===== src/rtl/lpgbt_fe_tx_gearbox.sv =====
// rtl/lpgbt_fe_tx_gearbox.sv - uplink TX gearbox, one frame per slot split into word_ce-paced words
module lpgbt_fe_tx_gearbox #(
    parameter int                FRAME_W   = 256,
    parameter int                WORD_W    = 32,
    parameter logic [WORD_W-1:0] IDLE_WORD = 32'hAAAA_AAAA
) (
    input  logic               clock,
    input  logic               reset,
    input  logic [FRAME_W-1:0] frame_in,
    input  logic               frame_valid,
    output logic               frame_ready,
    input  logic               word_ce,
    output logic [WORD_W-1:0]  word_out,
    output logic               word_first,
    output logic               underrun,
    output logic               overrun
);

    localparam int RATIO = FRAME_W / WORD_W;
    localparam int CNT_W = (RATIO > 1) ? $clog2(RATIO) : 1;
    localparam logic [CNT_W-1:0] CNT_LAST = CNT_W'(RATIO - 1);

    // Word position within the current slot; 0 means the next strobe starts a slot.
    logic [CNT_W-1:0]   cnt;
    // Single-entry holding buffer for a frame waiting for its slot.
    logic [FRAME_W-1:0] hold;
    logic               hold_full;
    // Remaining words of the frame currently being serialized, next word in the LSBs.
    logic [FRAME_W-1:0] sreg;

    logic accept;
    logic slot_start;
    logic start_from_hold;
    logic cut_through;

    // The buffer is the only backpressure point; nothing is accepted while in reset.
    assign frame_ready     = ~hold_full & ~reset;
    assign accept          = frame_valid & frame_ready;
    assign slot_start      = word_ce & (cnt == '0);
    assign start_from_hold = slot_start & hold_full;
    // A frame arriving exactly at an empty slot start bypasses the buffer.
    assign cut_through     = slot_start & ~hold_full & accept;

    // Holding buffer: filled by an accepted frame unless it cuts through, drained at slot start.
    always_ff @(posedge clock) begin
        if (reset) begin
            hold      <= '0;
            hold_full <= 1'b0;
        end else if (accept && !cut_through) begin
            hold      <= frame_in;
            hold_full <= 1'b1;
        end else if (start_from_hold) begin
            hold_full <= 1'b0;
        end
    end

    // Slot counter and shift register advance only on word strobes.
    always_ff @(posedge clock) begin
        if (reset) begin
            cnt  <= '0;
            sreg <= '0;
        end else if (word_ce) begin
            if (cnt == '0) begin
                if (hold_full) begin
                    sreg <= hold >> WORD_W;
                    cnt  <= CNT_W'(1);
                end else if (accept) begin
                    sreg <= frame_in >> WORD_W;
                    cnt  <= CNT_W'(1);
                end
            end else begin
                sreg <= sreg >> WORD_W;
                cnt  <= (cnt == CNT_LAST) ? '0 : cnt + CNT_W'(1);
            end
        end
    end

    // Registered word output; idle word fills slots that start with no frame.
    always_ff @(posedge clock) begin
        if (reset) begin
            word_out   <= IDLE_WORD;
            word_first <= 1'b0;
            underrun   <= 1'b0;
        end else begin
            word_first <= 1'b0;
            underrun   <= 1'b0;
            if (word_ce) begin
                if (cnt == '0) begin
                    if (hold_full) begin
                        word_out   <= hold[WORD_W-1:0];
                        word_first <= 1'b1;
                    end else if (accept) begin
                        word_out   <= frame_in[WORD_W-1:0];
                        word_first <= 1'b1;
                    end else begin
                        word_out <= IDLE_WORD;
                        underrun <= 1'b1;
                    end
                end else begin
                    word_out <= sreg[WORD_W-1:0];
                end
            end
        end
    end

    // A frame offered while the buffer is full is dropped and flagged one cycle later.
    always_ff @(posedge clock) begin
        if (reset) begin
            overrun <= 1'b0;
        end else begin
            overrun <= frame_valid & ~frame_ready;
        end
    end

endmodule


===== config.mk =====
export PLATFORM = sky130hd
export DESIGN_NAME = lpgbt_fe_tx_gearbox
export DESIGN_NICKNAME = d
export VERILOG_FILES = /design/src/rtl/lpgbt_fe_tx_gearbox.sv
export SDC_FILE = /design/constraint.sdc
export NUM_CORES = 1
export LEC_CHECK = 0
export CAP_MARGIN = 30
export CELL_PAD_IN_SITES_DETAIL_PLACEMENT = 0
export CELL_PAD_IN_SITES_GLOBAL_PLACEMENT = 1
export CORE_MARGIN = 2
export CORE_UTILIZATION = 41
export DETAILED_ROUTE_END_ITERATION = 6
export PLACE_DENSITY = 0.87
export SLEW_MARGIN = 10
export SYNTH_ARGS = -nofsm -noshare
export SYNTH_HDL_FRONTEND = slang
export SYNTH_SLANG_ARGS = --single-unit

===== constraint.sdc =====
create_clock -name clock -period 2.4 [get_ports clock]
set_input_delay 0.48 -clock clock [delete_from_list [all_inputs] [get_ports clock]]
set_output_delay 0.48 -clock clock [all_outputs]
set_load 0.01 [all_outputs]

==> metrics.txt <==
worst r2r src=cnt[0]; Clock Tree Buf Depth=3; first-pass GRT wire length=around 110,000 microns; ys flop type=dfxtp_1; Critical Path Sink Type=output pin; synth warn=0; router iterations before antenna repair=7; CTS buffer count=56; drt via density=approximately 5.4; # IOs=296; end of the worst hold path=hold[2]; CTS clk-pin slew, worst paths=60 ps; Post-synth EDFFs=0; sequential element share of the synthesized area=0.464; core area=approximately 0.054 sq mm; PwrDens=806 mW/mm^2; port bufs=slightly below 300; layout cells sized above 1=0.0705; Worst Reg-to-Reg Cells=7; Syn-to-layout area delta=26.2%; Syn Area/Cell=8.02 sq um; min Tclk post-route=2250 ps; via count=20,100; # setup viols final=0; Slowest cell on crit path=clkdlybuf4s50_1; storage element area=a little over 0.01 sq mm; Setup WS pre-CTS=-13.4 ps; CP required=roughly 1900 ps; Static Leak=10.1 nW; # DRC=0; die footprint=0.0565 sq mm; Die Ht=238 microns; setup ws final=149 ps; latest clock arrival within the worst-skew pair=620 ps; # rows=85; Yosys cell types=33; pin count of the biggest net entering global routing=207; asr flop ratio synth=0; critical path peak fanout=14; Die Span X=238 microns; final setup skew=21.7 ps; GP Congestion=0.825; min-delay src=reset; FF-to-FF setup slack=around 180 ps; Top delay family on crit path=buffers and inverters; area of the multi-input gates=0.0109 sq mm; startpoint class of the critical path=flip-flop; status=finished clean; maximum VDD drop=between 600 and 700 uV; Setup CP Type=flip-flop to output pin; hold_ws=201 ps; initial antenna violation count=2; max incr delay on CP=around 560 ps; Yosys top cell by area=dfxtp_1; wirelength, routed=70,800 microns; final core occ=0.524; fmax=roughly 0.44 GHz; clock sinks=519; gr usage total=0.242; Mapped Cells=about 2,800; Starting Density=0.415; Yosys reg bits=519; synthesized netlist net count=3,053; # fillers=4,988; hold path cells=2; Slew Limit Headroom=0.338; Max Transition Viols Final=0; Overflow after GRT=0; placed cell count=3,611; CTS root buf=clkbuf_16; FF-to-FF End=hold[99]; DR iter-0 viols=~1,600; final number of hold-violating endpoints=0; Hold WC Path Type=input port to flip-flop; Synth area leaders=dfxtp_1, nand2_1, a21oi_1; Final #Nets=3,237; CP cell instances=nor2_2 -> clkdlybuf4s50_1; max-cap violations=0; WL per Instance=19.1 microns; Netlist Area Pre-Place=~0.022 sq mm; slew at the pin closest to its max-slew limit=between 900 and 1000 ps; crit path DAT=between 1500 and 2000 ps; H-tree depth=2; Synth top area share=0.464; vias in the first global route=18,800; HPWL after DPL=49,200 microns; Final Cycle Share=0.938; CTS tree=done; post-route antenna net violation count=0; total power=0.0228 W; Buf/Inv on CP=1; unrepaired setup endpoints after global routing=no; Post-Layout Cell Count=between 3,000 and 4,000
## cell families after synthesis
group           share of synthesized area
compound gates                      0.200
fa+ha+maj                         0.00168
buf+inv                            0.0518
flops                               0.464
mux                                 0.101
simple gates                        0.181
## timing repair
| action | CTS | global route |
|---|---|---|
| hold buffers | 0 | 0 |
| endpoints found under the setup margin | 1 | 1 |
| buffers inserted | 0 | 1 |
| resized for setup | 1 | 0 |
## placed cells by master (no fill, tap or decap), types with 2 or more instances in the layout
cell | Yosys | final
nor2b_1 | 36 | 35
a21oi_1 | 474 | 474
nand3_1 | 23 | 23
o2bb2ai_1 | 9 | 9
inv_6 | 0 | 2
a311oi_1 | 16 | 16
clkinv_4 | 0 | 2
mux2i_1 | 201 | 201
mux2_2 | 23 | 23
buf_12 | 0 | 42
nand2b_1 | 6 | 6
nand2_1 | 933 | 932
buf_4 | 27 | 42
o21ai_0 | 23 | 23
clkbuf_1 | 140 | 8
o22ai_1 | 5 | 5
clkbuf_16 | 0 | 57
ha_1 | 3 | 3
a221oi_1 | 16 | 16
inv_1 | 4 | 4
clkinv_2 | 0 | 11
bufinv_16 | 0 | 7
clkbuf_8 | 0 | 15
clkinvlp_4 | 0 | 2
o211ai_1 | 192 | 192
a211oi_1 | 2 | 2
o31ai_1 | 17 | 16
nor3_1 | 6 | 6
nor2_1 | 20 | 19
dfxtp_1 | 519 | 518
clkdlybuf4s50_1 | 0 | 293
## how the worst max path moves through the flow
stage / slack [ps] / cells past startpoint / start / end
after detailed placement: -10 / 7 / frame_valid / hold[67]
after global routing: 30 / 7 / cnt[0] / hold[158]
final: 150 / 2 / hold_full / frame_ready
after global placement: 50 / 7 / frame_valid / hold[89]
after CTS: 20 / 2 / hold_full / frame_ready
after floorplan: 590 / 8 / reset / hold[0]
## routing by layer
metal,global-route usage,part of all wire,vias up
li1,-,-,9945
met1,0.308,0.42,9478
met2,0.427,0.50,543
met3,0.0307,0.051,92
met4,0.0692,0.022,2
met5,0,0.00018,-
## metrics by stage
stage	TNS [ps]	cell area, sq um
2_1_floorplan	0	22400
3_3_place_gp	0	26200
3_5_place_dp	-25.7	26200
4_1_cts	0	28200
5_1_grt	0	28200
6_report	0	28200
## flip-flops by register name, indices dropped and copies added, names as in the netlist
register,cells
word_first,1
word_out,32
sreg,224
cnt,3
hold_full,1
overrun,1
underrun,1
hold,256
## cell type report
| class | count | share of cell area |
|---|---|---|
| antenna | 1 | 0.0000886 |
| sequential | 519 | 0.368 |
| inverter | 4 | 0.000532 |
| clock buffer | 80 | 0.0589 |
| tap | 696 | 0.0308 |
| multi-input combinational | 2014 | 0.385 |
| timing repair buffer | 379 | 0.146 |
| clock inverter | 24 | 0.0112 |
## Yosys cell counts (2+ instances only)
cell type / n
a211oi_1: 2
a21oi_1: 474
a221oi_1: 16
a311oi_1: 16
buf_1: 12
buf_2: 74
buf_4: 27
clkbuf_1: 140
dfxtp_1: 519
ha_1: 3
inv_1: 4
mux2_2: 23
mux2i_1: 201
nand2_1: 933
nand2b_1: 6
nand3_1: 23
nor2_1: 20
nor2b_1: 36
nor3_1: 6
o211ai_1: 192
o21ai_0: 23
o22ai_1: 5
o2bb2ai_1: 9
o31ai_1: 17
## report_power, final
group | total [W] | switching, W | internal, W
clock | 0.00919 | 0.00363 | 0.00556
sequential | 0.00961 | 0.000389 | 0.00922
combinational | 0.00396 | 0.00227 | 0.00169
total | 0.0228 | 0.00629 | 0.0165
No activity file was read; power rests on OpenSTA's default activity.
==> patch, RTL diff (config.mk and constraints unchanged) <==
Reset style: asynchronous (`reset`), changed in 4 clocked blocks.
--- a/src/rtl/lpgbt_fe_tx_gearbox.sv
+++ b/src/rtl/lpgbt_fe_tx_gearbox.sv
@@ -42,7 +42,7 @@
     assign cut_through     = slot_start & ~hold_full & accept;
 
     // Holding buffer: filled by an accepted frame unless it cuts through, drained at slot start.
-    always_ff @(posedge clock) begin
+    always_ff @(posedge clock or posedge reset) begin
         if (reset) begin
             hold      <= '0;
             hold_full <= 1'b0;
@@ -55,7 +55,7 @@
     end
 
     // Slot counter and shift register advance only on word strobes.
-    always_ff @(posedge clock) begin
+    always_ff @(posedge clock or posedge reset) begin
         if (reset) begin
             cnt  <= '0;
             sreg <= '0;
@@ -76,7 +76,7 @@
     end
 
     // Registered word output; idle word fills slots that start with no frame.
-    always_ff @(posedge clock) begin
+    always_ff @(posedge clock or posedge reset) begin
         if (reset) begin
             word_out   <= IDLE_WORD;
             word_first <= 1'b0;
@@ -104,7 +104,7 @@
     end
 
     // A frame offered while the buffer is full is dropped and flagged one cycle later.
-    always_ff @(posedge clock) begin
+    always_ff @(posedge clock or posedge reset) begin
         if (reset) begin
             overrun <= 1'b0;
         end else begin
Check against the original RTL: differs if reset is asserted again (counterexample within 4 cycles, from zero or initial values and one cycle with reset high); with reset held inactive, the same outputs for 4 cycles.
==> patch against the unedited design <==
- wire length rose by 15%
- area after synthesis rose by 16%
- register-to-register slack better by 0.08 ns
- setup slack worse by 0.074 ns
- final cell count decreased by 11%
- sequential cell count unchanged
- highest routed layer unchanged
- design area increased by 13%
- non-clock buffer count is 6 lower
Power is not compared: it rests on default switching activity, and its combinational part moved more than twofold at a synthesized area within 25%.
==> patch: results (changes against the unedited design) <==
| Metric | Value |
|---|---|
| Critical path's top delay family | `buffers and inverters (unchanged)` |
| Inserted Clock Buffers | `57 (was 56)` |
| DR vias | `20,378 (was 20,060)` |
| Least-Margin Pin Slew | `0.835 ns (was 0.993 ns)` |
| Seq/Total Area, Yosys | `50.1% (was 46.4%)` |
| Worst EP arrival | `1.84 ns (was 1.77 ns)` |
| Reg-to-reg startpoint | `cnt[0] (unchanged)` |
| R2r endpoint | `sreg[119] (was hold[99])` |
| Detail Placement HPWL | `54,400 um (was 49,200 um)` |
| Synth Net Count | `2,489 (was 3,053)` |
| First-pass GRT wire length | `124,000 um (was 107,000 um)` |
| Iter 0 DRT Violations | `2,121 (was 1,623)` |
| Layout cell share with drive strength beyond 1 | `11.2% (was 7.05%)` |
| Main area contributors after synthesis | `dfrtp_1, mux2_1, mux2i_1, o311ai_0, nor2b_1 (was dfxtp_1, nand2_1, a21oi_1, mux2i_1, o211ai_1)` |
| Ys async rst share | `100% (was 0%)` |
| Skew final | `0.0241 ns (was 0.0217 ns)` |
| Fill cells | `5,460 (was 4,988)` |
| Status | `finished clean (unchanged)` |
| H-tree levels | `2 (unchanged)` |
| Largest net degree at the start of global routing | `189 (was 207)` |
| Detailed-route wire length | `81,100 um (was 70,800 um)` |
| Worst-path fanout max | `2 (was 14)` |
| Multiplexer area fraction after synthesis | `20.4% (was 10.1%)` |
| Synth Area in Compound Gates | `14.7% (was 20.0%)` |
| CP startpoint | `hold_full (unchanged)` |
| Placement Cell Area | `0.0300 mm^2 (was 0.0262 mm^2)` |
| Gpl congestion | `0.868 (was 0.825)` |
| Nets | `2,669 (was 3,237)` |
| Drt pass-1 iters | `5 (was 7)` |
| Flop-to-flop setup slack | `0.26 ns (was 0.18 ns)` |
| Post-synthesis adder-cell area fraction | `0.145% (was 0.168%)` |
| Total global-route track usage | `24.2% (about the same)` |
| Top cells by count, synth | `dfrtp_1, mux2i_1, mux2_1 (was nand2_1, dfxtp_1, a21oi_1)` |
| Initial antenna violation count | `8 (was 2)` |
-- patch: area by class of cell --
cell class,instances,area (um^2),share of cell area [%]
repair buffers,373,4090,12.8
clock buffers,80,1640,5.13
well taps,846,1060,3.31
inverters,38,151,0.473
flip-flops and latches,519,13000,40.6
multi-input cells,1417,11700,36.6
diodes,5,12.5,0.0391
clock inverters,25,314,0.981
-- patch: routing by layer --
layer	GRT usage, %	up-vias	part of all wire (%)	routed length (um)
li1	-	9034	-	-
met1	32.6	10308	41	33400
met2	39.6	884	48	39300
met3	4.25	144	7.2	5810
met4	7.86	8	3.2	2600
met5	0	-	0.058	47
-- patch: what timing repair did --
item                                    in CTS  in global routing
hold buffers                                 0                  0
endpoints found under the hold margin        0                  0
resized for setup                            1                  0
endpoints found under the setup margin       1                  0
setup buffers                                1                  0
-- patch: tightest hold or removal path: stages --
cell and delay, ns:
buf_8 0.12, a31oi_1 0.08, o311ai_0 0.09
-- patch: power by group through the flow --
stage	Combinational [mW]	Sequential, mW	Clock, mW
after floorplan	9.46	14.5	0
after global placement	13.2	15.5	0
after detailed placement	13.7	15.7	0
after CTS	13.8	15.5	9.35
after global routing	14.8	16.0	9.74
final	13.7	15.6	9.16
-- patch: worst min-delay path by stage --
stage	depth (start not counted)	slack [ns]	to	from
global route	3	0.22	sreg[186]	word_ce
CTS	3	0.18	sreg[186]	word_ce
floorplan	1	0.45	hold[31]	hold[31]
finish	3	0.20	sreg[186]	word_ce
detailed placement	2	0.47	word_out[15]	word_out[15]
global placement	1	0.46	hold[31]	hold[31]
-- patch: per-stage QoR --
step	worst slack (ns)	cells
after floorplan	-5.12	2226
after global placement	-0.0353	3192
after detailed placement	-0.0683	3192
after CTS	0.0308	3298
after global routing	0.0192	3301
final	0.0754	3303
